$ cat src/rtl/alu381_rr_sched_if.sv
// Request/response/ALU bundle for alu381_rr_sched; rsp_err exists only with ALU381_RSVD_ERR_EN.
// slave = scheduler side, master = requester/ALU side.
interface alu381_rr_sched_if #(
    parameter int NREQ = 4
);
    logic [NREQ-1:0]   req_valid;
    logic [NREQ-1:0]   req_ready;
    logic [4*NREQ-1:0] req_a;
    logic [4*NREQ-1:0] req_b;
    logic [3*NREQ-1:0] req_s;
    logic [NREQ-1:0]   rsp_valid;
    logic [NREQ-1:0]   rsp_ready;
    logic [3:0]        rsp_f;
    logic              rsp_c;
`ifdef ALU381_RSVD_ERR_EN
    logic              rsp_err;
`endif
    logic [3:0]        alu_a;
    logic [3:0]        alu_b;
    logic [2:0]        alu_s;
    logic [3:0]        alu_f;
    logic              alu_c;

    modport slave (
        input  req_valid, req_a, req_b, req_s, rsp_ready, alu_f, alu_c,
`ifdef ALU381_RSVD_ERR_EN
        output rsp_err,
`endif
        output req_ready, rsp_valid, rsp_f, rsp_c, alu_a, alu_b, alu_s
    );

    modport master (
        output req_valid, req_a, req_b, req_s, rsp_ready, alu_f, alu_c,
`ifdef ALU381_RSVD_ERR_EN
        input  rsp_err,
`endif
        input  req_ready, rsp_valid, rsp_f, rsp_c, alu_a, alu_b, alu_s
    );
endinterface

$ cat src/rtl/alu381_rr_sched.sv
// Round-robin share of one 74LS381 ALU among NREQ requesters (ALU381_RSVD_ERR_EN: S=111 flagged, ALU bypassed).
// Latency: accept in cycle t, rsp_valid in t+2; one op per three cycles at best.
// Backpressure: RESP holds until the granted requester's rsp_ready; no new grant meanwhile.
module alu381_rr_sched #(
    parameter int NREQ = 4,
    parameter int PTRW = $clog2(NREQ)
) (
    input logic              clk,
    input logic              rst,
    alu381_rr_sched_if.slave bus
);
    typedef enum logic [1:0] {IDLE = 2'd0, EXEC = 2'd1, RESP = 2'd2} state_t;

    state_t          state, state_nxt;
    logic [PTRW-1:0] ptr, gnt, win;
    logic            found;
    logic [3:0]      a_q, b_q, f_q;
    logic [2:0]      s_q;
    logic            c_q;
    logic [3:0]      sel_a, sel_b;
    logic [2:0]      sel_s;
    logic [NREQ-1:0] ready, rvalid;
`ifdef ALU381_RSVD_ERR_EN
    logic            rsvd_q, err_q;
`endif

    // Scan from the highest offset down so the nearest requester after ptr wins last.
    always_comb begin : arb
        logic [PTRW-1:0] idx;
        idx   = '0;
        win   = '0;
        found = 1'b0;
        for (int k = NREQ - 1; k >= 0; k--) begin
            idx = (int'(ptr) + k >= NREQ) ? PTRW'(int'(ptr) + k - NREQ) : PTRW'(int'(ptr) + k);
            if (bus.req_valid[idx]) begin
                win   = idx;
                found = 1'b1;
            end
        end
    end

    assign sel_a = bus.req_a[4*int'(win) +: 4];
    assign sel_b = bus.req_b[4*int'(win) +: 4];
    assign sel_s = bus.req_s[3*int'(win) +: 3];

    always_ff @(posedge clk) begin
        if (rst) state <= IDLE;
        else     state <= state_nxt;
    end

    always_comb begin
        state_nxt = state;
        ready     = '0;
        rvalid    = '0;
        case (state)
            IDLE: if (found) begin
                state_nxt = EXEC;
                ready     = NREQ'(1) << win;
            end
            EXEC: state_nxt = RESP;
            RESP: begin
                rvalid = NREQ'(1) << gnt;
                if (bus.rsp_ready[gnt]) state_nxt = IDLE;
            end
            default: state_nxt = IDLE;
        endcase
        // Nothing handshakes while reset is held, even from a stale state.
        if (rst) begin
            ready  = '0;
            rvalid = '0;
        end
    end

    always_ff @(posedge clk) begin
        if (rst) begin
            ptr    <= '0;
            gnt    <= '0;
            a_q    <= '0;
            b_q    <= '0;
            s_q    <= '0;
            f_q    <= '0;
            c_q    <= 1'b0;
`ifdef ALU381_RSVD_ERR_EN
            rsvd_q <= 1'b0;
            err_q  <= 1'b0;
`endif
        end else begin
            case (state)
                IDLE: if (found) begin
                    gnt <= win;
`ifdef ALU381_RSVD_ERR_EN
                    rsvd_q <= (sel_s == 3'b111);
                    if (sel_s != 3'b111) begin
                        a_q <= sel_a;
                        b_q <= sel_b;
                        s_q <= sel_s;
                    end
`else
                    a_q <= sel_a;
                    b_q <= sel_b;
                    s_q <= sel_s;
`endif
                end
                EXEC: begin
`ifdef ALU381_RSVD_ERR_EN
                    f_q   <= rsvd_q ? 4'd0 : bus.alu_f;
                    c_q   <= rsvd_q ? 1'b0 : bus.alu_c;
                    err_q <= rsvd_q;
`else
                    f_q <= bus.alu_f;
                    c_q <= bus.alu_c;
`endif
                end
                RESP: if (bus.rsp_ready[gnt]) begin
                    ptr <= (gnt == PTRW'(NREQ - 1)) ? '0 : gnt + PTRW'(1);
                end
                default: ;
            endcase
        end
    end

    assign bus.req_ready = ready;
    assign bus.rsp_valid = rvalid;
    assign bus.rsp_f     = f_q;
    assign bus.rsp_c     = c_q;
    assign bus.alu_a     = a_q;
    assign bus.alu_b     = b_q;
    assign bus.alu_s     = s_q;
`ifdef ALU381_RSVD_ERR_EN
    assign bus.rsp_err   = err_q;
`endif
endmodule

$ cat src/flat_wrapper.sv
// flat-port wrapper written by rule: the top's interface ports become plain ports
module alu381_rr_sched_flat 
#(
    parameter int NREQ = 4,
    parameter int PTRW = $clog2(NREQ)
)
  (clk, rst, bus_req_valid, bus_req_a, bus_req_b, bus_req_s, bus_rsp_ready, bus_alu_f, bus_alu_c, bus_req_ready, bus_rsp_valid, bus_rsp_f, bus_rsp_c, bus_alu_a, bus_alu_b, bus_alu_s);
  alu381_rr_sched_if #(.NREQ(NREQ)) bus_i ();
  input logic clk;
  input logic rst;
  input wire logic [$bits(bus_i.req_valid)-1:0] bus_req_valid;
  input wire logic [$bits(bus_i.req_a)-1:0] bus_req_a;
  input wire logic [$bits(bus_i.req_b)-1:0] bus_req_b;
  input wire logic [$bits(bus_i.req_s)-1:0] bus_req_s;
  input wire logic [$bits(bus_i.rsp_ready)-1:0] bus_rsp_ready;
  input wire logic [$bits(bus_i.alu_f)-1:0] bus_alu_f;
  input wire logic [$bits(bus_i.alu_c)-1:0] bus_alu_c;
  output wire logic [$bits(bus_i.req_ready)-1:0] bus_req_ready;
  output wire logic [$bits(bus_i.rsp_valid)-1:0] bus_rsp_valid;
  output wire logic [$bits(bus_i.rsp_f)-1:0] bus_rsp_f;
  output wire logic [$bits(bus_i.rsp_c)-1:0] bus_rsp_c;
  output wire logic [$bits(bus_i.alu_a)-1:0] bus_alu_a;
  output wire logic [$bits(bus_i.alu_b)-1:0] bus_alu_b;
  output wire logic [$bits(bus_i.alu_s)-1:0] bus_alu_s;
  assign bus_i.req_valid = bus_req_valid;
  assign bus_i.req_a = bus_req_a;
  assign bus_i.req_b = bus_req_b;
  assign bus_i.req_s = bus_req_s;
  assign bus_i.rsp_ready = bus_rsp_ready;
  assign bus_i.alu_f = bus_alu_f;
  assign bus_i.alu_c = bus_alu_c;
  assign bus_req_ready = bus_i.req_ready;
  assign bus_rsp_valid = bus_i.rsp_valid;
  assign bus_rsp_f = bus_i.rsp_f;
  assign bus_rsp_c = bus_i.rsp_c;
  assign bus_alu_a = bus_i.alu_a;
  assign bus_alu_b = bus_i.alu_b;
  assign bus_alu_s = bus_i.alu_s;
  alu381_rr_sched #(.NREQ(NREQ), .PTRW(PTRW)) u_core (.clk(clk), .rst(rst), .bus(bus_i));
endmodule
$ cat config.mk
export PLATFORM = sky130hd
export DESIGN_NAME = alu381_rr_sched_flat
export DESIGN_NICKNAME = d
export VERILOG_FILES = /design/src/rtl/alu381_rr_sched_if.sv /design/src/rtl/alu381_rr_sched.sv /design/src/flat_wrapper.sv
export SDC_FILE = /design/constraint.sdc
export NUM_CORES = 1
export LEC_CHECK = 0
export ABC_AREA = 1
export BUFFER_PORTS_ARGS = -buffer_cell sky130_fd_sc_hd__buf_2
export CAP_MARGIN = 10
export CORE_MARGIN = 1.5
export CORE_UTILIZATION = 45
export CTS_CLUSTER_DIAMETER = 30
export DETAILED_ROUTE_END_ITERATION = 10
export HOLD_SLACK_MARGIN = 0.08
export PLACE_DENSITY_LB_ADDON = 0.15
export SLEW_MARGIN = 20
export SYNTH_ARGS = -nofsm -noshare
export SYNTH_HDL_FRONTEND = slang
export SYNTH_SLANG_ARGS = --single-unit
$ cat constraint.sdc
create_clock -name clk -period 2.7 [get_ports clk]
set_input_delay 0 -clock clk [delete_from_list [all_inputs] [get_ports clk]]
set_output_delay 0 -clock clk [all_outputs]
set_load 0.005 [all_outputs]
**Word level (Yosys, flattened, before mapping)**

Index checks and enable logic that the tools add are counted.

- Input bits: 59
- Logic and storage cells: 71
- Output and inout bits: 24
- Register bits: 22

- Equality and inequality tests: 5
- Mux-type cells: 31
- Shift operators: 5
- Multipliers: 1
- Magnitude comparators: 9
- Add/sub/neg operators: 8
- Reductions and logical operators: 4

Operators with widths:

| operator | number |
|---|---|
| variable part select 12 x 32 -> 3 bit | 1 |
| variable part select 16 x 5 -> 4 bit | 2 |
| two-way mux 2 bit | 11 |
| two-way mux 4 bit | 5 |
| less-than comparator 2 x 3 -> 1 bit, second input constant | 5 |
| binary-select mux 1 bit (select 2 bit) | 5 |
| >= comparator 3 bit, second input constant | 3 |
| two-way mux 1 bit | 9 |
| << shifter 1 x 2 -> 4 bit, first input constant | 2 |
| subtractor 2 x 1 -> 2 bit, second input constant | 4 |
| adder 2 x 2 -> 3 bit, second input constant | 2 |
| one-hot mux 2 bit (3 select lines) | 1 |
| AND reduction 2 bit | 3 |
| == test 2 bit, second input constant | 2 |
| multiplier 2 x 2 -> 4 bit, first input constant | 1 |
| inequality test 2 x 1 -> 1 bit, second input constant | 2 |
| adder 2 x 1 -> 3 bit, second input constant | 1 |
| >= comparator 2 x 3 -> 1 bit, second input constant | 1 |
| adder 2 x 1 -> 2 bit, second input constant | 1 |
| == test 2 x 1 -> 1 bit, second input constant | 1 |
| logical NOT 2 bit | 1 |

**Logic depth before layout (Yosys ltp)**

Gate-level depths: netlist of run 1.

- Depth in word-level cells: 13
- Mapped depth: 15
- Gate-level depth less buffers: 13

**Worst setup path after synthesis of run 1**

OpenSTA, ideal clock, no wires.

- Kind: flip-flop to flip-flop
- Start: register u_core.ptr[0]
- End: register u_core.a_q[0], in the netlist u_core.bus.alu_a[0]
- Arrival: 1.357 ns
- Setup time: 0.113 ns
- Slack: 1.230 ns
- Cell stages (with the launch flop): 11
- Path buffers: 2
- Data required time: 2.587 ns
- Period minus slack after synthesis: 1.470 ns
- Cell sequence: dfxtp_1 > buf_6 > o21ai_1 > nor2_1 > nor2_1 > nand3_2 > buf_2 > nand3_1 > nand3_1 > nand3_1 > nand2_1

- Longest elaborated chain between the ends: 10
- Elaborated cells between the ends (all ways): 33
- Those cells by class: add/sub (7); order compare (4); shift (1); mux (20); reduce/logical (1)

Ends and longest elaborated chain:

| what | RTL line | RTL |
|---|---|---|
| start, declared | alu381_rr_sched.sv:15 | `logic [PTRW-1:0] ptr, gnt, win;` |
| start signal, assigned | alu381_rr_sched.sv:115 | `ptr <= (gnt == PTRW'(NREQ - 1)) ? '0 : gnt + PTRW'(1);` |
| adder 2 x 2 -> 3 bit | alu381_rr_sched.sv:34 | `idx = (int'(ptr) + k >= NREQ) ? PTRW'(int'(ptr) + k - NREQ) : PTRW'(int'(ptr) + k);` |
| >= comparator 3 bit or subtractor 2 x 1 -> 2 bit (tied branches) | alu381_rr_sched.sv:34 |  |
| two-way mux 2 bit | alu381_rr_sched.sv:34 |  |
| binary-select mux 1 bit (select 2 bit) | alu381_rr_sched.sv:35 | `if (bus.req_valid[idx]) begin` |
| two-way mux 1 bit (not written as such) | alu381_rr_sched.sv:35 |  |
| two-way mux 2 bit or two-way mux 1 bit (tied branches) (4 in a row) | alu381_rr_sched.sv:35 |  |
| variable part select 16 x 5 -> 4 bit or AND reduction 2 bit (tied branches) | - |  |
| end signal, assigned | alu381_rr_sched.sv:99 | `a_q <= sel_a;` |
| end, declared | alu381_rr_sched.sv:17 | `logic [3:0] a_q, b_q, f_q;` |

Several ways; a longest one is shown, not always the timed one. The select of a mux whose other input is x is not followed.
A chain may end at the register's enable or synchronous reset.

**Final worst setup path of run 1**

- Start: register u_core.ptr[0]
- End: register u_core.s_q[0], in the netlist u_core.bus.alu_s[0]

- Longest elaborated chain between the ends: 11
- Elaborated cells between the ends (all ways): 34
- Those cells by class: add/sub (7); mul (1); order compare (4); shift (1); mux (20); reduce/logical (1)

Ends and longest elaborated chain:

| what | RTL line | RTL |
|---|---|---|
| adder 2 x 2 -> 3 bit | alu381_rr_sched.sv:34 |  |
| >= comparator 3 bit or subtractor 2 x 1 -> 2 bit (tied branches) | alu381_rr_sched.sv:34 |  |
| two-way mux 2 bit | alu381_rr_sched.sv:34 |  |
| binary-select mux 1 bit (select 2 bit) | alu381_rr_sched.sv:35 |  |
| two-way mux 1 bit (not written as such) | alu381_rr_sched.sv:35 |  |
| two-way mux 2 bit (4 in a row) | alu381_rr_sched.sv:35 |  |
| multiplier 2 x 2 -> 4 bit | alu381_rr_sched.sv:44 | `assign sel_s = bus.req_s[3*int'(win) +: 3];` |
| variable part select 12 x 32 -> 3 bit | alu381_rr_sched.sv:44 |  |
| end signal, assigned | alu381_rr_sched.sv:101 | `s_q <= sel_s;` |
| end, declared | alu381_rr_sched.sv:18 | `logic [2:0] s_q;` |

Several ways; a longest one is shown, not always the timed one. The select of a mux whose other input is x is not followed.

==> results of run 1 <==
power by group:
group | internal [mW] | switching, mW | total, mW
registers | 0.386 | 0.0342 | 0.420
clock network | 0.150 | 0.111 | 0.262
logic | 0.308 | 0.326 | 0.633
total | 0.844 | 0.471 | 1.32
cell families after synthesis:
kind of cell             after synthesis
AND/OR/NAND/NOR                      165
adder cells (fa/ha/maj)                4
flip-flops                            22
buffers and inverters                 30
AO/OA/AOI/OAI                         16
layout by cell type (no fill, tap or decap), drive strengths merged:
cell / Yosys / routed
or2: 1 / 1
nor2: 24 / 24
dlygate4sd3: 0 / 50
inv: 19 / 19
nand2: 74 / 74
o22ai: 1 / 1
buf: 11 / 83
o22a: 1 / 1
nor3: 3 / 3
a21oi: 2 / 2
clkbuf: 0 / 3
o21ai: 12 / 12
bufinv: 0 / 1
dfxtp: 22 / 22
ha: 4 / 4
nand3: 62 / 62
nand4: 1 / 1
flip-flops by register name, indices dropped and copies added (netlist names):
register          cells
u_core.bus.rsp_f      4
u_core.bus.alu_s      3
u_core.bus.rsp_c      1
u_core.bus.alu_b      4
u_core.state          2
u_core.gnt            2
u_core.ptr            2
u_core.bus.alu_a      4
metrics by stage:
step / total power [mW] / std cells / hold WS (ns)
after floorplan: 0.7624 / 237 / 0.03420
after global placement: 0.8795 / 353 / 0.2513
after detailed placement: 0.8839 / 353 / 0.2527
after CTS: 1.282 / 407 / 0.09336
after global routing: 1.410 / 407 / 0.1379
final: 1.315 / 407 / 0.1042
layer usage:
layer / track usage / routed length, um / vias up
met5: 0 / 0 / -
met4: 0.1143 / 179 / 0
met3: 0.06277 / 412 / 20
met2: 0.4736 / 2404 / 115
met1: 0.3073 / 1943 / 895
li1: - / - / 1028
final cells by class:
cell class              instances  area (um^2)  share of cell area
clock buffers                   3        22.52            0.009259
flip-flops and latches         22        441.7              0.1816
repair buffers                133        918.4              0.3776
inverters                      19        71.32             0.02932
clock inverters                 1        30.03             0.01235
well taps                      44        55.05             0.02263
multi-input cells             185        893.4              0.3673
worst max-delay path by stage:
stage,from,end,slack [ns],cells past startpoint
2_1_floorplan,u_core.ptr[0],u_core.bus.alu_a[0],1.23,10
3_3_place_gp,u_core.ptr[0],u_core.bus.alu_a[0],0.68,12
3_5_place_dp,u_core.ptr[0],bus_req_ready[3],0.64,11
4_1_cts,u_core.ptr[0],u_core.bus.alu_b[3],0.05,13
5_1_grt,u_core.ptr[0],u_core.bus.alu_s[0],0.06,14
6_report,u_core.ptr[0],u_core.bus.alu_s[0],0.20,14
worst register-to-register path, cell delays in order, from the launching register on:
cell                            delay [ns]
sky130_fd_sc_hd__dfxtp_2              0.47
sky130_fd_sc_hd__inv_2                0.08
sky130_fd_sc_hd__nand2_1              0.06
sky130_fd_sc_hd__nand2_1              0.07
sky130_fd_sc_hd__inv_2                0.07
sky130_fd_sc_hd__nand2_2              0.06
sky130_fd_sc_hd__nand3_2              0.10
sky130_fd_sc_hd__nand2_1              0.10
sky130_fd_sc_hd__nand2_4              0.25
sky130_fd_sc_hd__nand2_8              0.19
sky130_fd_sc_hd__nand2_1              0.12
sky130_fd_sc_hd__nand3_1              0.08
sky130_fd_sc_hd__dlygate4sd3_1        0.57
sky130_fd_sc_hd__nand3_1              0.12
sky130_fd_sc_hd__nand2_1              0.06
repair_timing:
item	CTS	global route
buffers inserted	0	0
resized for setup	0	4
endpoints found under the setup margin	0	13
hold buffers	50	0
endpoints found under the hold margin	19	0
==> impl_metrics.prom, run 1 <==
# TYPE chip_impl_metric gauge
chip_impl_metric{name="vias",unit=""} 2058
chip_impl_metric{name="minimum_setup_slack_among_reg_to_reg_paths",unit="ns"} 0.20
chip_impl_metric{name="synth_compound_area_frac",unit=""} 0.06058
chip_impl_metric{name="finClkSkew",unit="ns"} 0.002041
chip_impl_metric{name="grt_first_pass_wirelength",unit="mm"} 7.410
chip_impl_metric{name="worstRegToRegCells",unit=""} 14
chip_impl_info{name="combinational_family_with_the_most_area_after_synthesis",value="simple AND/OR/NAND/NOR gates"} 1
chip_impl_metric{name="final_setup_fails",unit=""} 0
chip_impl_metric{name="antenna-diode-count",unit=""} 0
chip_impl_metric{name="floorplan.die_area",unit="mm^2"} 0.003610
chip_impl_metric{name="slew-limit-headroom",unit=""} 0.7148
chip_impl_metric{name="crit_required",unit="ns"} 2.93
chip_impl_metric{name="grt_antenna_before_repair",unit=""} 0
chip_impl_metric{name="synthesis.instances",unit=""} 237
chip_impl_metric{name="clk_latency",unit="ns"} 0.32
chip_impl_info{name="rsz0062_at_grt",value="false"} 1
chip_impl_metric{name="tightestPinTransition",unit="ns"} 0.4273
chip_impl_metric{name="num-fill-cells",unit=""} 247
chip_impl_metric{name="number_of_buffers_on_the_longest_clock_path",unit=""} 2
chip_impl_metric{name="synth_edf_count",unit=""} 0
chip_impl_info{name="tritoncts",value="yes"} 1
chip_impl_metric{name="synth_area_per_cell",unit="um^2"} 6.187
chip_impl_metric{name="drt_wl_total",unit="mm"} 4.940
chip_impl_metric{name="clk_pin_slew_worst_paths",unit="ns"} 0.13
chip_impl_metric{name="post_synth_instance_area",unit="mm^2"} 0.001466
chip_impl_metric{name="start_util",unit=""} 0.4764
chip_impl_metric{name="coreArea",unit="mm^2"} 0.003078
chip_impl_metric{name="worstPathMaxFanout",unit=""} 25
chip_impl_metric{name="cts.sinks",unit=""} 22
chip_impl_metric{name="num_rows",unit=""} 20
chip_impl_metric{name="setup-tns-final",unit="ns"} 0
chip_impl_metric{name="drive_gt1_frac",unit=""} 0.2810
chip_impl_info{name="synth_top_cells_by_area",value="sky130_fd_sc_hd__dfxtp_1 (30%), sky130_fd_sc_hd__nand3_1 (20%), sky130_fd_sc_hd__nand2_1 (18%)"} 1
chip_impl_metric{name="final_weighted_congestion_of_routability_driven_global_placement",unit=""} 0.8624
chip_impl_metric{name="number_of_design_rule_violations_left_by_the_first_detailed_router_iteration",unit=""} 189
chip_impl_info{name="synth_top_cell_by_area",value="sky130_fd_sc_hd__dfxtp_1"} 1
chip_impl_metric{name="synth-xor-area-share",unit=""} 0
chip_impl_metric{name="vdd_ir_drop_max",unit="V"} 0.0004206
chip_impl_metric{name="fmaxAchievable",unit="MHz"} 399.3
chip_impl_metric{name="routed_wire_length_per_instance",unit="um"} 12.14
chip_impl_info{name="timing.critical_path.from_type",value="flip-flop"} 1
chip_impl_metric{name="adder_and_majority_gate_portion_of_the_synthesized_area",unit=""} 0.03413
chip_impl_metric{name="buffer_ports.inserted",unit=""} 82
chip_impl_metric{name="drv_cap",unit=""} 0
chip_impl_info{name="hold_path_startpoint",value="bus_rsp_ready[0]"} 1
chip_impl_metric{name="slowest_stage_delay_cp",unit="ns"} 0.57
chip_impl_metric{name="first_pass_iters",unit=""} 5
chip_impl_info{name="critical_path.cell_chain",value="inv_2, nand2_1, nand2_1, inv_2, nand2_2, nand3_2, nand2_1, nand2_4, nand2_8, nand2_1, nand3_1, dlygate4sd3_1, nand3_1, nand2_1"} 1
chip_impl_metric{name="first_global_vias",unit=""} 1776
chip_impl_metric{name="synth-warning-count",unit=""} 0
chip_impl_info{name="cp_delay_by_family_top",value="simple AND/OR/NAND/NOR gates"} 1
chip_impl_metric{name="place_worst_setup_slack",unit="ns"} 0.6370
chip_impl_metric{name="postLayoutCoreUtil",unit=""} 0.7902
chip_impl_info{name="crit_path_category",value="reg2reg"} 1
chip_impl_info{name="min_to",value="u_core.state[1]"} 1
chip_impl_metric{name="die_w",unit="um"} 60.09
chip_impl_info{name="dominantRegCellSynth",value="sky130_fd_sc_hd__dfxtp_1"} 1
chip_impl_metric{name="synth.net_count",unit=""} 300
chip_impl_metric{name="antenna_viol_nets_final",unit=""} 0
chip_impl_metric{name="synth.top_cell.area_share",unit=""} 0.3003
chip_impl_metric{name="critical_path.n_buffers_inverters",unit=""} 3
chip_impl_metric{name="synth.area.mux_share",unit=""} 0
chip_impl_metric{name="grt.overflow.total",unit=""} 0
chip_impl_metric{name="setup_slack",unit="ns"} 0.1955
chip_impl_metric{name="final_period_minus_worst_setup_slack",unit="ns"} 2.504
chip_impl_metric{name="cts_made_buffers",unit=""} 3
chip_impl_metric{name="fin_area",unit="mm^2"} 0.002432
chip_impl_metric{name="fp.dieH",unit="um"} 60.09
chip_impl_metric{name="cts_max_level",unit=""} 1
chip_impl_metric{name="drt-vias-per-instance",unit=""} 5.057
chip_impl_metric{name="synth-async-reset-ratio",unit=""} 0
chip_impl_metric{name="synth-simple-area-share",unit=""} 0.5000
chip_impl_metric{name="ys_seq_area_frac",unit=""} 0.3003
chip_impl_metric{name="final_max_slew_viol_count",unit=""} 0
chip_impl_info{name="synth_most_common_cell",value="sky130_fd_sc_hd__nand2_1"} 1
chip_impl_metric{name="design.final.nets",unit=""} 427
chip_impl_info{name="status",value="complete, no violations"} 1
chip_impl_info{name="hold_class",value="in2reg"} 1
chip_impl_info{name="synthTopCellsByCount",value="sky130_fd_sc_hd__nand2_1 (70), sky130_fd_sc_hd__nand3_1 (60), sky130_fd_sc_hd__nor2_1 (23)"} 1
chip_impl_metric{name="post_synthesis_cell_type_count",unit=""} 24
chip_impl_info{name="cp_common_cell",value="sky130_fd_sc_hd__nand2_1"} 1
chip_impl_info{name="critPathCaptureType",value="flip-flop"} 1
chip_impl_info{name="worstReg2RegEnd",value="u_core.bus.alu_s[0]"} 1
chip_impl_info{name="cts_root_buf",value="sky130_fd_sc_hd__clkbuf_4"} 1
chip_impl_metric{name="ys_seq_elements",unit=""} 22
chip_impl_metric{name="pwr_density_cell",unit="mW/mm^2"} 540.8
chip_impl_metric{name="boundaryPins",unit=""} 83
chip_impl_metric{name="timing.final.hold_violations",unit=""} 0
chip_impl_metric{name="layout-area-overhead-vs-synth",unit="%"} 65.87
chip_impl_metric{name="hpwlAfterDp",unit="mm"} 2.856
chip_impl_metric{name="critPathArrivalTime",unit="ns"} 2.74
chip_impl_info{name="cp_slowest_cell",value="sky130_fd_sc_hd__dlygate4sd3_1"} 1
chip_impl_info{name="reg2reg_launch_point",value="u_core.ptr[0]"} 1
chip_impl_metric{name="drc_errors",unit=""} 0
chip_impl_metric{name="grt_use_total",unit=""} 0.2691
chip_impl_metric{name="grt_start_max_net_pins",unit=""} 26
chip_impl_metric{name="detailed_place.area",unit="mm^2"} 0.001857
chip_impl_metric{name="cellLeakagePower",unit="nW"} 1.247
chip_impl_metric{name="whs_path_depth",unit=""} 5
chip_impl_metric{name="fin_crit_sh",unit=""} 0.9276
Note: power is estimated with default switching activity, not from simulation.
==> run 2, diff against run 1 <==
--- a/config.mk
+++ b/config.mk
@@ -5,7 +5,6 @@
 export SDC_FILE = /design/constraint.sdc
 export NUM_CORES = 1
 export LEC_CHECK = 0
-export ABC_AREA = 1
 export BUFFER_PORTS_ARGS = -buffer_cell sky130_fd_sc_hd__buf_2
 export CAP_MARGIN = 10
 export CORE_MARGIN = 1.5
==> impl_metrics.prom, run 2 <==
# TYPE chip_impl_metric gauge
chip_impl_metric{name="pwr_density_cell",unit="mW/mm^2"} 396.8
chip_impl_metric{name="power.share.sequential",unit=""} 0.442
chip_impl_info{name="rsz0062_at_grt",value="false"} 1
chip_impl_metric{name="boundaryPins",unit=""} 83
chip_impl_metric{name="place_worst_setup_slack",unit="ns"} 0.7624
chip_impl_metric{name="power.clock.fraction",unit=""} 0.216
chip_impl_metric{name="antenna_viol_nets_final",unit=""} 0
chip_impl_metric{name="hpwlAfterDp",unit="mm"} 2.571
chip_impl_metric{name="final_setup_fails",unit=""} 0
chip_impl_metric{name="design.final.nets",unit=""} 340
chip_impl_metric{name="synth_area_per_cell",unit="um^2"} 8.227
chip_impl_info{name="synthTopCellsByCount",value="sky130_fd_sc_hd__dfxtp_1 (22), sky130_fd_sc_hd__inv_1 (14), sky130_fd_sc_hd__clkbuf_1 (13), sky130_fd_sc_hd__nand2_1 (13), sky130_fd_sc_hd__a21boi_0 (12)"} 1
chip_impl_metric{name="ys_seq_area_frac",unit=""} 0.3112
chip_impl_metric{name="ys_seq_elements",unit=""} 22
chip_impl_metric{name="num_rows",unit=""} 20
chip_impl_metric{name="grt_start_max_net_pins",unit=""} 25
chip_impl_metric{name="fp.dieH",unit="um"} 59.08
chip_impl_metric{name="p_comb_frac",unit=""} 0.343
chip_impl_metric{name="die_w",unit="um"} 59.08
chip_impl_metric{name="cts.sinks",unit=""} 22
chip_impl_metric{name="timing.final.hold_violations",unit=""} 0
chip_impl_metric{name="synth-warning-count",unit=""} 0
chip_impl_metric{name="first_pass_iters",unit=""} 4
chip_impl_metric{name="cts_resized",unit=""} 0
chip_impl_info{name="layout_common_cells",value="sky130_fd_sc_hd__buf_2 (82), sky130_fd_sc_hd__dlygate4sd3_1 (31), sky130_fd_sc_hd__dfxtp_1 (22), sky130_fd_sc_hd__inv_1 (14), sky130_fd_sc_hd__nand2_1 (13)"} 1
chip_impl_metric{name="buffer_ports.inserted",unit=""} 82
chip_impl_metric{name="postCtsSetupRepairBufs",unit=""} 0
chip_impl_metric{name="grt_use_total",unit=""} 0.2338
chip_impl_info{name="synth_top_cells_by_area",value="sky130_fd_sc_hd__dfxtp_1 (31%), sky130_fd_sc_hd__o211a_1 (7.8%), sky130_fd_sc_hd__a21boi_0 (6.4%)"} 1
chip_impl_metric{name="finClkSkew",unit="ns"} 0.005426
chip_impl_metric{name="clk_pin_slew_worst_paths",unit="ns"} 0.12
chip_impl_metric{name="final_period_minus_worst_setup_slack",unit="ns"} 2.513
chip_impl_metric{name="antenna-diode-count",unit=""} 0
chip_impl_info{name="critPathCaptureType",value="flip-flop"} 1
chip_impl_metric{name="crit_required",unit="ns"} 2.96
chip_impl_info{name="timing.critical_path.from_type",value="flip-flop"} 1
chip_impl_metric{name="fin_crit_sh",unit=""} 0.9309
chip_impl_metric{name="routed_wire_length_per_instance",unit="um"} 12.18
chip_impl_metric{name="number_of_buffers_on_the_longest_clock_path",unit=""} 2
chip_impl_metric{name="synth-async-reset-ratio",unit=""} 0
chip_impl_metric{name="coreArea",unit="mm^2"} 0.003028
chip_impl_metric{name="synthesis.instances",unit=""} 172
chip_impl_metric{name="post_layout_nonfiller_instances",unit=""} 320
chip_impl_metric{name="start_util",unit=""} 0.4674
chip_impl_metric{name="power_internal",unit="uW"} 609.8
chip_impl_metric{name="drt-vias-per-instance",unit=""} 5.134
chip_impl_metric{name="cts_made_buffers",unit=""} 3
chip_impl_info{name="hold_class",value="in2reg"} 1
chip_impl_metric{name="drc_errors",unit=""} 0
chip_impl_metric{name="detailed_place.area",unit="mm^2"} 0.001834
chip_impl_metric{name="drt_wl_total",unit="mm"} 3.898
chip_impl_metric{name="slew-limit-headroom",unit=""} 0.4321
chip_impl_info{name="status",value="complete, no violations"} 1
chip_impl_metric{name="worstPathMaxFanout",unit=""} 24
chip_impl_metric{name="setup-tns-final",unit="ns"} 0
chip_impl_info{name="layout_commonest_cell",value="sky130_fd_sc_hd__buf_2"} 1
chip_impl_metric{name="drv_cap",unit=""} 0
chip_impl_metric{name="grt_first_pass_wirelength",unit="mm"} 6.341
chip_impl_metric{name="swShare",unit=""} 0.2954
chip_impl_metric{name="post_synthesis_cell_type_count",unit=""} 31
chip_impl_metric{name="cellLeakagePower",unit="nW"} 1.170
chip_impl_info{name="synth_most_common_cell",value="sky130_fd_sc_hd__dfxtp_1"} 1
chip_impl_metric{name="drive_gt1_frac",unit=""} 0.3370
chip_impl_metric{name="final_max_slew_viol_count",unit=""} 0
chip_impl_metric{name="fin_area",unit="mm^2"} 0.002181
chip_impl_metric{name="grt_antenna_before_repair",unit=""} 0
chip_impl_metric{name="layout-area-overhead-vs-synth",unit="%"} 54.11
chip_impl_info{name="cts_root_buf",value="sky130_fd_sc_hd__clkbuf_4"} 1
chip_impl_metric{name="tightestPinTransition",unit="ns"} 0.8501
chip_impl_info{name="crit_path_category",value="reg2reg"} 1
chip_impl_metric{name="vias",unit=""} 1643
chip_impl_metric{name="clk_latency",unit="ns"} 0.32
chip_impl_info{name="tritoncts",value="yes"} 1
chip_impl_metric{name="first_global_vias",unit=""} 1490
chip_impl_metric{name="vdd_ir_drop_max",unit="V"} 0.0002280
chip_impl_metric{name="power_switching",unit="uW"} 255.6
chip_impl_metric{name="fmaxAchievable",unit="MHz"} 397.9
chip_impl_metric{name="floorplan.die_area",unit="mm^2"} 0.003490
chip_impl_metric{name="synth_edf_count",unit=""} 0
chip_impl_metric{name="post_synth_instance_area",unit="mm^2"} 0.001415
chip_impl_metric{name="cts_max_level",unit=""} 1
chip_impl_metric{name="post-place-cells",unit=""} 285
chip_impl_metric{name="final_weighted_congestion_of_routability_driven_global_placement",unit=""} 0.7499
chip_impl_metric{name="grt.overflow.total",unit=""} 0
chip_impl_metric{name="critPathArrivalTime",unit="ns"} 2.78
chip_impl_info{name="synth_top_cell_by_area",value="sky130_fd_sc_hd__dfxtp_1"} 1
chip_impl_metric{name="synth.net_count",unit=""} 235
chip_impl_metric{name="num-fill-cells",unit=""} 262
chip_impl_metric{name="setup_slack",unit="ns"} 0.1865
chip_impl_metric{name="synth.top_cell.area_share",unit=""} 0.3112
chip_impl_info{name="dominantRegCellSynth",value="sky130_fd_sc_hd__dfxtp_1"} 1
chip_impl_metric{name="number_of_design_rule_violations_left_by_the_first_detailed_router_iteration",unit=""} 70
run 2: cell types whose count changed in the layout (fill, tap and decap cells not counted), moves of 8 or more:
| cell | change |
|---|---|
| sky130_fd_sc_hd__nand2_1 | -57 |
| sky130_fd_sc_hd__nand3_1 | -49 |
| sky130_fd_sc_hd__dlygate4sd3_1 | -19 |
| sky130_fd_sc_hd__a21boi_0 | +12 |
| sky130_fd_sc_hd__nor2_1 | -12 |
| sky130_fd_sc_hd__a211oi_1 | +11 |
| sky130_fd_sc_hd__o211a_1 | +11 |
| sky130_fd_sc_hd__o31ai_1 | +11 |
| sky130_fd_sc_hd__o21ai_0 | -10 |
| sky130_fd_sc_hd__mux2i_1 | +8 |
run 2: logic make-up after synthesis:
group           count (synthesis)  share of synthesized area
simple gates                   57                     0.2051
compound gates                 50                     0.2847
buf+inv                        30                    0.09107
flops                          22                     0.3112
mux                             9                    0.07250
fa+ha+maj                       4                    0.03537
run 2: layout make-up:
| class | instances | area [um^2] | area share |
|---|---|---|---|
| multi-input cells | 120 | 853.3 | 0.3913 |
| repair buffers | 116 | 743.2 | 0.3408 |
| flip-flops and latches | 22 | 440.4 | 0.2020 |
| well taps | 44 | 55.05 | 0.02524 |
| inverters | 14 | 52.55 | 0.02410 |
| clock buffers | 4 | 36.28 | 0.01664 |
run 2: path summary, 6_finish.rpt:
check / startpoint / endpoint / slack (ns) / cells past startpoint
max reg2reg: u_core.ptr[0] / u_core.bus.alu_s[0] / 0.19 / 7
min reg2reg: u_core.bus.alu_s[2] / u_core.bus.alu_s[2] / 0.47 / 2
max: u_core.ptr[0] / u_core.bus.alu_s[0] / 0.19 / 7
min: bus_req_s[5] / u_core.bus.alu_s[2] / 0.08 / 4
run 2: stage by stage:
stage / power (mW) / util / hold slack (ns)
after floorplan: 0.5369 / - / 0.1439
after global placement: 0.6302 / 0.6058 / 0.2358
after detailed placement: 0.6319 / 0.6058 / 0.2415
after CTS: 0.8645 / 0.7202 / 0.08165
after global routing: 0.9148 / 0.7202 / 0.09653
final: 0.8654 / 0.7202 / 0.08007
run 2: power groups by stage:
| stage | clock network [mW] | registers, mW | logic, mW |
|---|---|---|---|
| detailed placement | 0 | 0.389 | 0.243 |
| global route | 0.198 | 0.387 | 0.330 |
| finish | 0.187 | 0.382 | 0.296 |
| floorplan | 0 | 0.389 | 0.148 |
| global placement | 0 | 0.389 | 0.241 |
| CTS | 0.187 | 0.382 | 0.295 |
run 2: routing by layer:
layer  share of wire  global-route usage  vias to the layer above  wire length (um)
li1                -                   -                      821                 -
met4           0.011             0.08117                        0                44
met2            0.48              0.4063                       59              1890
met5               0                   0                        -                 0
met3           0.058             0.05022                        5               226
met1            0.45              0.2842                      758              1736
run 2: worst max-delay path, cell delays in order, from the launching register on:
cell	delay (ns)
sky130_fd_sc_hd__dfxtp_1	0.36
sky130_fd_sc_hd__nor2b_1	0.06
sky130_fd_sc_hd__or4_1	0.51
sky130_fd_sc_hd__buf_4	0.22
sky130_fd_sc_hd__and2_4	0.24
sky130_fd_sc_hd__o211a_1	0.22
sky130_fd_sc_hd__o31ai_1	0.24
sky130_fd_sc_hd__dlygate4sd3_1	0.59
run 2: repair_timing:
item | in CTS | in global routing
endpoints found under the hold margin | 21 | 0
setup endpoints to repair | 0 | 0
hold buffers | 31 | 0
==> run 3, diff against run 2 <==
--- a/config.mk
+++ b/config.mk
@@ -7,10 +7,13 @@
 export LEC_CHECK = 0
 export BUFFER_PORTS_ARGS = -buffer_cell sky130_fd_sc_hd__buf_2
 export CAP_MARGIN = 10
+export CELL_PAD_IN_SITES_DETAIL_PLACEMENT = 1
+export CELL_PAD_IN_SITES_GLOBAL_PLACEMENT = 1
 export CORE_MARGIN = 1.5
-export CORE_UTILIZATION = 45
+export CORE_UTILIZATION = 32
 export CTS_CLUSTER_DIAMETER = 30
 export DETAILED_ROUTE_END_ITERATION = 10
+export GPL_TIMING_DRIVEN = 1
 export HOLD_SLACK_MARGIN = 0.08
 export PLACE_DENSITY_LB_ADDON = 0.15
 export SLEW_MARGIN = 20
==> impl_metrics.prom, run 3 (synthesis results as in run 2) <==
# TYPE chip_impl_metric gauge
chip_impl_metric{name="vdd_ir_drop_max",unit="V"} 0.0002768
chip_impl_metric{name="minimum_setup_slack_among_reg_to_reg_paths",unit="ns"} 0.70
chip_impl_info{name="reg2reg_launch_point",value="u_core.ptr[0]"} 1
chip_impl_metric{name="drive_gt1_frac",unit=""} 0.3536
chip_impl_metric{name="clk_pin_slew_worst_paths",unit="ns"} 0.08
chip_impl_metric{name="timing.final.hold_violations",unit=""} 0
chip_impl_metric{name="critPathArrivalTime",unit="ns"} 2.10
chip_impl_info{name="hold_class",value="in2reg"} 1
chip_impl_info{name="tritoncts",value="yes"} 1
chip_impl_metric{name="buffer_ports.inserted",unit=""} 82
chip_impl_info{name="cp_delay_by_family_top",value="simple AND/OR/NAND/NOR gates"} 1
chip_impl_metric{name="drv_cap",unit=""} 0
chip_impl_metric{name="fin_crit_sh",unit=""} 0.7788
chip_impl_info{name="critPathCaptureType",value="output port"} 1
chip_impl_metric{name="num_rows",unit=""} 24
chip_impl_metric{name="grt_start_max_net_pins",unit=""} 25
chip_impl_metric{name="cts_made_buffers",unit=""} 3
chip_impl_metric{name="cts_resized",unit=""} 0
chip_impl_info{name="timing.critical_path.from_type",value="flip-flop"} 1
chip_impl_metric{name="grt.overflow.total",unit=""} 0
chip_impl_metric{name="setup_slack",unit="ns"} 0.5973
chip_impl_metric{name="final_max_slew_viol_count",unit=""} 0
chip_impl_metric{name="fp.dieH",unit="um"} 69.50
chip_impl_metric{name="first_global_vias",unit=""} 1548
chip_impl_metric{name="fin_area",unit="mm^2"} 0.002096
chip_impl_info{name="cp_slowest_cell",value="sky130_fd_sc_hd__or4b_1"} 1
chip_impl_info{name="status",value="complete, no violations"} 1
chip_impl_metric{name="tightestPinTransition",unit="ns"} 0.9089
chip_impl_metric{name="place_worst_setup_slack",unit="ns"} 0.7081
chip_impl_metric{name="boundaryPins",unit=""} 83
chip_impl_metric{name="crit_required",unit="ns"} 2.70
chip_impl_metric{name="final_period_minus_worst_setup_slack",unit="ns"} 2.103
chip_impl_metric{name="start_util",unit=""} 0.3295
chip_impl_metric{name="num-fill-cells",unit=""} 544
chip_impl_metric{name="hpwlAfterDp",unit="mm"} 3.052
chip_impl_metric{name="clk_latency",unit="ns"} 0.26
chip_impl_metric{name="grt_use_total",unit=""} 0.1808
chip_impl_metric{name="final_weighted_congestion_of_routability_driven_global_placement",unit=""} 0.7377
chip_impl_metric{name="layout-area-overhead-vs-synth",unit="%"} 48.10
chip_impl_info{name="layout_commonest_cell",value="sky130_fd_sc_hd__buf_2"} 1
chip_impl_metric{name="antenna_viol_nets_final",unit=""} 0
chip_impl_info{name="crit_path_category",value="reg2out"} 1
chip_impl_info{name="layout_common_cells",value="sky130_fd_sc_hd__buf_2 (82), sky130_fd_sc_hd__dfxtp_1 (22), sky130_fd_sc_hd__dlygate4sd3_1 (18), sky130_fd_sc_hd__inv_1 (14), sky130_fd_sc_hd__nand2_1 (13)"} 1
chip_impl_metric{name="grt_first_pass_wirelength",unit="mm"} 7.155
chip_impl_metric{name="number_of_design_rule_violations_left_by_the_first_detailed_router_iteration",unit=""} 26
chip_impl_metric{name="vias",unit=""} 1559
chip_impl_info{name="cts_root_buf",value="sky130_fd_sc_hd__clkbuf_8"} 1
chip_impl_metric{name="slowest_stage_delay_cp",unit="ns"} 0.51
chip_impl_metric{name="routed_wire_length_per_instance",unit="um"} 13.71
chip_impl_metric{name="grt_antenna_before_repair",unit=""} 0
chip_impl_metric{name="pwr_density_cell",unit="mW/mm^2"} 459.3
chip_impl_metric{name="finClkSkew",unit="ns"} 0.001349
chip_impl_metric{name="first_pass_iters",unit=""} 4
chip_impl_metric{name="fin_total_pwr",unit="uW"} 962.6
chip_impl_metric{name="slew-limit-headroom",unit=""} 0.3928
chip_impl_info{name="hold_path_startpoint",value="bus_req_s[8]"} 1
chip_impl_metric{name="die_w",unit="um"} 69.50
chip_impl_metric{name="postCtsSetupRepairBufs",unit=""} 0
chip_impl_metric{name="design.final.nets",unit=""} 327
chip_impl_metric{name="critical_path.n_buffers_inverters",unit=""} 2
chip_impl_metric{name="drt_wl_total",unit="mm"} 4.319
chip_impl_metric{name="drc_errors",unit=""} 0
chip_impl_metric{name="cts.sinks",unit=""} 22
chip_impl_metric{name="worstPathMaxFanout",unit=""} 24
chip_impl_metric{name="antenna-diode-count",unit=""} 0
chip_impl_metric{name="final_setup_fails",unit=""} 0
chip_impl_metric{name="coreArea",unit="mm^2"} 0.004294
chip_impl_metric{name="setup-tns-final",unit="ns"} 0
chip_impl_metric{name="number_of_buffers_on_the_longest_clock_path",unit=""} 2
chip_impl_metric{name="drt-vias-per-instance",unit=""} 4.949
chip_impl_metric{name="floorplan.die_area",unit="mm^2"} 0.004830
chip_impl_metric{name="detailed_place.area",unit="mm^2"} 0.001844
chip_impl_metric{name="cellLeakagePower",unit="nW"} 1.114
chip_impl_info{name="critical_path.cell_chain",value="nor2b_1, or4b_1, buf_4, and2_4, nor3_1, buf_2"} 1
chip_impl_metric{name="cts_max_level",unit=""} 1
chip_impl_metric{name="fmaxAchievable",unit="MHz"} 475.6
chip_impl_info{name="setup.worst_path.start",value="u_core.ptr[0]"} 1
chip_impl_info{name="rsz0062_at_grt",value="false"} 1
[run 3: cell types whose count changed in the layout (fill, tap and decap cells not counted)]
| cell | before | now |
|---|---|---|
| sky130_fd_sc_hd__clkbuf_8 | 1 | 3 |
| sky130_fd_sc_hd__clkbuf_4 | 3 | 0 |
| sky130_fd_sc_hd__dlygate4sd3_1 | 31 | 18 |
| sky130_fd_sc_hd__bufinv_16 | 0 | 1 |
[run 3: worst paths after layout]
check	end	cells after the start
worst min register to register	u_core.bus.alu_b[3]	2
worst min-delay path	u_core.bus.alu_s[2]	3
worst max-delay path	bus_req_ready[1]	6
worst max register to register	u_core.bus.alu_b[2]	6
[run 3: through the flow]
stage                     utilization  hold WS (ns)  std cells
after floorplan                     -        0.1439        172
after global placement         0.4295        0.2366        293
after detailed placement       0.4295        0.2436        293
after CTS                      0.4881       0.08091        315
after global routing           0.4881       0.09228        315
final                          0.4881       0.07965        315
[run 3: layout make-up]
| class | count | area, um^2 | area share |
|---|---|---|---|
| multi-input combinational | 120 | 853.3 | 0.4072 |
| clock inverter | 1 | 30.03 | 0.01433 |
| tap | 52 | 65.06 | 0.03104 |
| clock buffer | 3 | 41.29 | 0.01970 |
| timing repair buffer | 103 | 613.1 | 0.2925 |
| sequential | 22 | 440.4 | 0.2101 |
| inverter | 14 | 52.55 | 0.02507 |
[run 3: tightest hold or removal path, delay by kind of cell]
| kind | cells | cell delay, ns |
|---|---|---|
| compound gates | 2 | 0.23 |
| buf+inv | 1 | 0.08 |
[run 3: timing repair]
item,4_1_cts,5_1_grt
hold endpoints to repair,17,0
endpoints found under the setup margin,0,0
hold buffers,18,0
[run 3: metal layers]
metal	GRT usage	share of wire	vias to the layer above	wire length, um
met5	0	0	-	0
met4	0.03268	0.0072	0	31
met3	0.03634	0.056	2	244
met2	0.3002	0.46	49	1980
met1	0.2455	0.48	711	2063
li1	-	-	797	-
[run 3: where the power goes]
part / switching (mW) / leakage, nW / total [mW] / internal, mW
logic: 0.127 / 0.897 / 0.269 / 0.142
clock network: 0.114 / 0.0357 / 0.312 / 0.198
registers: 0.0224 / 0.181 / 0.382 / 0.360
